$ cat src/rtl/unary_add_13_driver_if.sv
// Operand/result handshakes plus the unary adder pin bundle for one mod-13 digit driver.
// The slave modport is the driver; the master modport is its environment (datapath + adder).
interface unary_add_13_driver_if #(
   parameter int W = 4
);
   logic         in_valid;
   logic         in_ready;
   logic [W-1:0] op_a;
   logic [W-1:0] op_b;
   logic         cin;
   logic         out_valid;
   logic         out_ready;
   logic [W-1:0] sum;
   logic         cout;
   logic         err;
   logic         add_A;
   logic         add_B;
   logic         add_en;
   logic         add_rw;
   logic         add_dout;
   logic         add_C;

   modport slave (
      input  in_valid, op_a, op_b, cin, out_ready, add_dout, add_C,
      output in_ready, out_valid, sum, cout, err, add_A, add_B, add_en, add_rw
   );

   modport master (
      output in_valid, op_a, op_b, cin, out_ready, add_dout, add_C,
      input  in_ready, out_valid, sum, cout, err, add_A, add_B, add_en, add_rw
   );
endinterface

$ cat src/rtl/unary_add_13_driver.sv
// Serialises two binary digits into unary pulses for a mod-MOD adder and counts the drained sum back.
// Latency 2+max(a+cin,b)+MOD+1 edges from accept; result held in DONE until out_ready, one op in flight.
module unary_add_13_driver #(
   parameter int MOD = 13,
   parameter int W   = 4
) (
   input logic                 clk,
   input logic                 rst_n,
   unary_add_13_driver_if.slave bus
);
   localparam int DW = $clog2(MOD + 2);

   typedef enum logic [2:0] {IDLE, SEND, SETTLE, DRAIN, DONE} state_t;

   state_t        state;
   logic [W-1:0]  ca;
   logic [W-1:0]  cb;
   logic [W-1:0]  sum_cnt;
   logic [DW-1:0] drain_cnt;
   logic          carry_acc;
   logic          err_q;
   logic          rdy_q;

   always_ff @(posedge clk or negedge rst_n) begin
      if (!rst_n) begin
         state     <= IDLE;
         ca        <= '0;
         cb        <= '0;
         sum_cnt   <= '0;
         drain_cnt <= '0;
         carry_acc <= 1'b0;
         err_q     <= 1'b0;
         rdy_q     <= 1'b0;
      end else begin
         case (state)
            IDLE: begin
               if (bus.in_valid && rdy_q) begin
                  ca        <= bus.op_a + W'(bus.cin);
                  cb        <= bus.op_b;
                  sum_cnt   <= '0;
                  carry_acc <= 1'b0;
                  drain_cnt <= '0;
                  rdy_q     <= 1'b0;
                  if (bus.op_a >= W'(MOD) || bus.op_b >= W'(MOD)) begin
                     err_q <= 1'b1;
                     state <= DONE;
                  end else begin
                     err_q <= 1'b0;
                     if (bus.op_a == '0 && bus.op_b == '0 && !bus.cin)
                        state <= SETTLE;
                     else
                        state <= SEND;
                  end
               end else begin
                  rdy_q <= 1'b1;
               end
            end
            SEND: begin
               carry_acc <= carry_acc | bus.add_C;
               if (ca != '0) ca <= ca - W'(1);
               if (cb != '0) cb <= cb - W'(1);
               if (ca <= W'(1) && cb <= W'(1)) state <= SETTLE;
            end
            SETTLE: begin
               // C from the last SEND pulse only becomes visible here
               carry_acc <= carry_acc | bus.add_C;
               drain_cnt <= '0;
               state     <= DRAIN;
            end
            DRAIN: begin
               if (bus.add_dout) begin
                  if (sum_cnt == W'(MOD - 1))
                     err_q <= 1'b1;
                  else
                     sum_cnt <= sum_cnt + W'(1);
               end
               if (drain_cnt == DW'(MOD))
                  state <= DONE;
               else
                  drain_cnt <= drain_cnt + DW'(1);
            end
            DONE: begin
               if (bus.out_ready) begin
                  state <= IDLE;
                  rdy_q <= 1'b1;
               end
            end
            default: state <= IDLE;
         endcase
      end
   end

   // Adder pins are pure decodes of flops so nothing combinational reaches the adder.
   assign bus.in_ready  = rdy_q;
   assign bus.out_valid = (state == DONE);
   assign bus.sum       = sum_cnt;
   assign bus.cout      = carry_acc;
   assign bus.err       = err_q;
   assign bus.add_en    = (state == SEND) || (state == DRAIN);
   assign bus.add_rw    = (state == DRAIN);
   assign bus.add_A     = (state == SEND) && (ca != '0);
   assign bus.add_B     = (state == SEND) && (cb != '0);
endmodule

$ cat src/flat_wrapper.sv
// flat-port wrapper written by rule: the top's interface ports become plain ports
module unary_add_13_driver_flat 
#(
   parameter int MOD = 13,
   parameter int W   = 4
)
  (clk, rst_n, bus_in_valid, bus_op_a, bus_op_b, bus_cin, bus_out_ready, bus_add_dout, bus_add_C, bus_in_ready, bus_out_valid, bus_sum, bus_cout, bus_err, bus_add_A, bus_add_B, bus_add_en, bus_add_rw);
  unary_add_13_driver_if #(.W(W)) bus_i ();
  input logic clk;
  input logic rst_n;
  input wire logic [$bits(bus_i.in_valid)-1:0] bus_in_valid;
  input wire logic [$bits(bus_i.op_a)-1:0] bus_op_a;
  input wire logic [$bits(bus_i.op_b)-1:0] bus_op_b;
  input wire logic [$bits(bus_i.cin)-1:0] bus_cin;
  input wire logic [$bits(bus_i.out_ready)-1:0] bus_out_ready;
  input wire logic [$bits(bus_i.add_dout)-1:0] bus_add_dout;
  input wire logic [$bits(bus_i.add_C)-1:0] bus_add_C;
  output wire logic [$bits(bus_i.in_ready)-1:0] bus_in_ready;
  output wire logic [$bits(bus_i.out_valid)-1:0] bus_out_valid;
  output wire logic [$bits(bus_i.sum)-1:0] bus_sum;
  output wire logic [$bits(bus_i.cout)-1:0] bus_cout;
  output wire logic [$bits(bus_i.err)-1:0] bus_err;
  output wire logic [$bits(bus_i.add_A)-1:0] bus_add_A;
  output wire logic [$bits(bus_i.add_B)-1:0] bus_add_B;
  output wire logic [$bits(bus_i.add_en)-1:0] bus_add_en;
  output wire logic [$bits(bus_i.add_rw)-1:0] bus_add_rw;
  assign bus_i.in_valid = bus_in_valid;
  assign bus_i.op_a = bus_op_a;
  assign bus_i.op_b = bus_op_b;
  assign bus_i.cin = bus_cin;
  assign bus_i.out_ready = bus_out_ready;
  assign bus_i.add_dout = bus_add_dout;
  assign bus_i.add_C = bus_add_C;
  assign bus_in_ready = bus_i.in_ready;
  assign bus_out_valid = bus_i.out_valid;
  assign bus_sum = bus_i.sum;
  assign bus_cout = bus_i.cout;
  assign bus_err = bus_i.err;
  assign bus_add_A = bus_i.add_A;
  assign bus_add_B = bus_i.add_B;
  assign bus_add_en = bus_i.add_en;
  assign bus_add_rw = bus_i.add_rw;
  unary_add_13_driver #(.MOD(MOD), .W(W)) u_core (.clk(clk), .rst_n(rst_n), .bus(bus_i));
endmodule
$ cat config.mk
export PLATFORM = sky130hd
export DESIGN_NAME = unary_add_13_driver_flat
export DESIGN_NICKNAME = d
export VERILOG_FILES = /design/src/rtl/unary_add_13_driver_if.sv /design/src/rtl/unary_add_13_driver.sv /design/src/flat_wrapper.sv
export SDC_FILE = /design/constraint.sdc
export NUM_CORES = 1
export LEC_CHECK = 0
export BUFFER_PORTS_ARGS = -buffer_cell sky130_fd_sc_hd__buf_2
export CAP_MARGIN = 0
export CORE_UTILIZATION = 30
export CTS_CLUSTER_SIZE = 12
export DETAILED_ROUTE_END_ITERATION = 12
export GPL_TIMING_DRIVEN = 0
export SKIP_LAST_GASP = 1
export SYNTH_ARGS = -nofsm -noshare
export SYNTH_HDL_FRONTEND = slang
export SYNTH_SLANG_ARGS = --single-unit
$ cat constraint.sdc
create_clock -name clk -period 3.8 [get_ports clk]
set_clock_uncertainty 0.1 [all_clocks]
set_input_delay 1.14 -clock clk [delete_from_list [all_inputs] [get_ports clk]]
set_output_delay 1.14 -clock clk [all_outputs]
set_load 0.005 [all_outputs]
==> flow_summary.json <==
{
  "outcome": "finished, violations left",
  "failed_checks": "DRC",
  "io_buffer_count": 26,
  "ys_warn_count": 0,
  "nets": 228,
  "detail-route-antenna-nets": 0,
  "multi_input_area_um2": 852,
  "post_cts_resize_count": 0,
  "grt_pass1_wl_mm": 5.82,
  "routed_wl_mm": 3.47,
  "drt_first_pass_iters": 8,
  "regArea_um2": 551,
  "p_leak_uw": 0.000793,
  "routedWlPerCell_um": 13.0,
  "synth_edf_count": 0,
  "ys_types": 44,
  "final_core_util": 0.370,
  "cts_root_buf": "clkbuf_8",
  "cts_buffers": 3,
  "fmax_mhz": 337,
  "p_per_area_nw_per_um2": 771,
  "syn_avg_cell_area_um2": 8.70,
  "worstPathRequired_ns": 2.56,
  "cts.clk_slew.worst_paths_ns": 0.08,
  "max_slew.worst_pin.slew_ns": 0.567,
  "stdcell_count": 267,
  "crit_end": "bus_add_B",
  "cts_sinks": 22,
  "min_from": "u_core.cb[1]",
  "cts_tree": "done",
  "endpoint_kind": "output pin",
  "dp_slack_ns": 1.12,
  "drt_iter0_markers": 88,
  "max-slew-margin-rel": 0.622,
  "reg2regPathDepth": 6,
  "arrival_ns": 1.73,
  "fin_crit_sh": 0.781,
  "antenna_found_initial": 0,
  "r2r_slack_ns": 1.76,
  "fin_setup_tns_ns": 0,
  "r2r-start": "u_core.cb[0]",
  "synth_cells": 170,
  "fp.dieW_um": 72.2,
  "cp_max_fo": 5,
  "grt_pass1_vias": 1255,
  "min_period_ns": 2.97,
  "htreeDepth": 1,
  "grt_max_degree": 23,
  "postCtsSetupBuffers": 0,
  "timing.rr.end": "u_core.cb[1]",
  "fillers": 509,
  "setup_viol": 0,
  "syn_area_um2": 1480,
  "initial_core_util": 0.313,
  "vias": 1308,
  "async_reset_ff_frac": 1.00,
  "via_per_inst": 4.90,
  "grt_usage": 0.144,
  "cts.path.max_buffers": 2,
  "cp-startpoint": "u_core.cb[0]",
  "postCtsHoldBufs": 0,
  "fin_ws_ns": 0.831,
  "ys_ff_latch": 22,
  "synth.net_count": 197,
  "dieArea_um2": 5210,
  "worst_hold_path_type": "reg2reg",
  "clk_latency_ns": 0.27,
  "globalRouteOverflowTotal": 0,
  "peakVddDrop_uv": 213,
  "drc": 1,
  "cap_violations": 0,
  "core_um2": 4720,
  "crit_path_start_kind": "register",
  "ios": 27,
  "hpwlAfterDp_mm": 2.65,
  "drive_gt1_frac": 0.190,
  "yosysSeqAreaShare": 0.372,
  "synthFlopType": "dfrtp_1",
  "die_h_um": 72.2,
  "gp_congestion": 0.829,
  "crit_type": "reg2out",
  "dp.cells": 263,
  "row_count": 25,
  "hold_viol_final": 0,
  "maxSlewViolCount": 0,
  "fin_total_pwr_uw": 1350,
  "rsz0062_at_grt": "false",
  "syn_to_final_growth_pct": 18.2,
  "antennaDiodeCount": 0
}
==> worst max-delay path, cell delays in order (launching register included) <==
cell and delay, ns:
dfrtp_1 0.43, inv_1 0.10, ha_1 0.17, or3b_2 0.45, and2_1 0.18, buf_2 0.12
==> flip-flops by register name, indices dropped and copies added (netlist names) <==
name and count:
u_core.bus.sum 4, u_core.cb 4, u_core.bus.in_ready 1, u_core.bus.err 1
u_core.bus.cout 1, u_core.ca 4, u_core.drain_cnt 4, u_core.state 3
==> cells by family (layout without fill, tap and decap cells) <==
kind of cell               after synthesis  in the layout  share of synthesized area
DFF                                     22             22                      0.372
and+or+nand+nor                         68             68                      0.238
xor gates and xnor gates                 3              3                     0.0178
muxes                                    3              3                     0.0212
AOI/OAI and AO/OA                       43             43                      0.198
buffers and inverters                   19             49                     0.0516
adders and majority gates               12             12                      0.102
==> cell type report <==
cell class | instances | share of cell area
repair buffers | 26 | 0.0744
inverters | 12 | 0.0258
well taps | 67 | 0.0480
plain buffers | 7 | 0.0179
multi-input cells | 129 | 0.487
flip-flops and latches | 22 | 0.315
clock buffers | 4 | 0.0315
==> cells in the final DEF, fill, tap and decap left out, types with 4 or more instances in the layout <==
master,count
buf_2,30
clkbuf_8,4
o21ai_0,11
inv_1,12
dfrtp_1,22
a21oi_1,6
nand2_1,16
nand3_1,13
or4_1,4
ha_1,12
nor2_1,12
==> stage by stage <==
stage,hold WS [ns],instance area [µm²]
finish,0.419,1750
global placement,0.397,1690
detailed placement,0.397,1690
floorplan,0.364,1480
global route,0.453,1750
CTS,0.423,1750
==> how the worst min path moves through the flow <==
stage                endpoint  slack [ns]  cells after the start
2_1_floorplan    u_core.cb[1]        0.36                      1
3_3_place_gp     u_core.cb[1]        0.40                      1
3_5_place_dp     u_core.cb[1]        0.40                      1
4_1_cts          u_core.cb[1]        0.42                      1
5_1_grt        u_core.bus.err        0.45                      1
6_report         u_core.cb[1]        0.42                      1
==> cells in the mapped netlist, drive strengths merged (2+ instances only) <==
| cell type | count | area share |
|---|---|---|
| clkbuf | 3 | 0.0076 |
| o21ai | 11 | 0.037 |
| and2 | 3 | 0.013 |
| a21oi | 6 | 0.020 |
| or4 | 4 | 0.020 |
| a22oi | 3 | 0.015 |
| o31ai | 2 | 0.010 |
| nor3b | 2 | 0.010 |
| or3b | 2 | 0.012 |
| nand2b | 2 | 0.0085 |
| or3 | 3 | 0.013 |
| xor2 | 2 | 0.012 |
| and3 | 3 | 0.013 |
| nand3 | 13 | 0.044 |
| ha | 12 | 0.10 |
| nor3 | 4 | 0.017 |
| buf | 4 | 0.014 |
| o211ai | 3 | 0.015 |
| nor2 | 12 | 0.030 |
| dfrtp | 22 | 0.37 |
| a32oi | 2 | 0.012 |
| a21boi | 3 | 0.015 |
| nand2 | 16 | 0.041 |
| mux2i | 2 | 0.014 |
| nand4 | 3 | 0.013 |
| inv | 12 | 0.030 |
==> metal layers <==
metal | vias to the layer above | routed length [µm] | share of wire | global-route usage
met3 | 5 | 125 | 0.036 | 0.0153
li1 | 675 | - | - | -
met2 | 30 | 1590 | 0.46 | 0.216
met4 | 0 | 56 | 0.016 | 0.0632
met5 | - | 0 | 0 | 0
met1 | 598 | 1700 | 0.49 | 0.210
==> where the power goes <==
group | switching (µW) | internal [µW] | leakage, µW | total (µW)
Sequential | 96.7 | 340 | 0.000275 | 436
Combinational | 427 | 308 | 0.000490 | 735
Clock | 84.0 | 92.7 | 0.0000288 | 177
Total | 608 | 740 | 0.000793 | 1350
No activity file was read; power rests on OpenSTA's default activity.
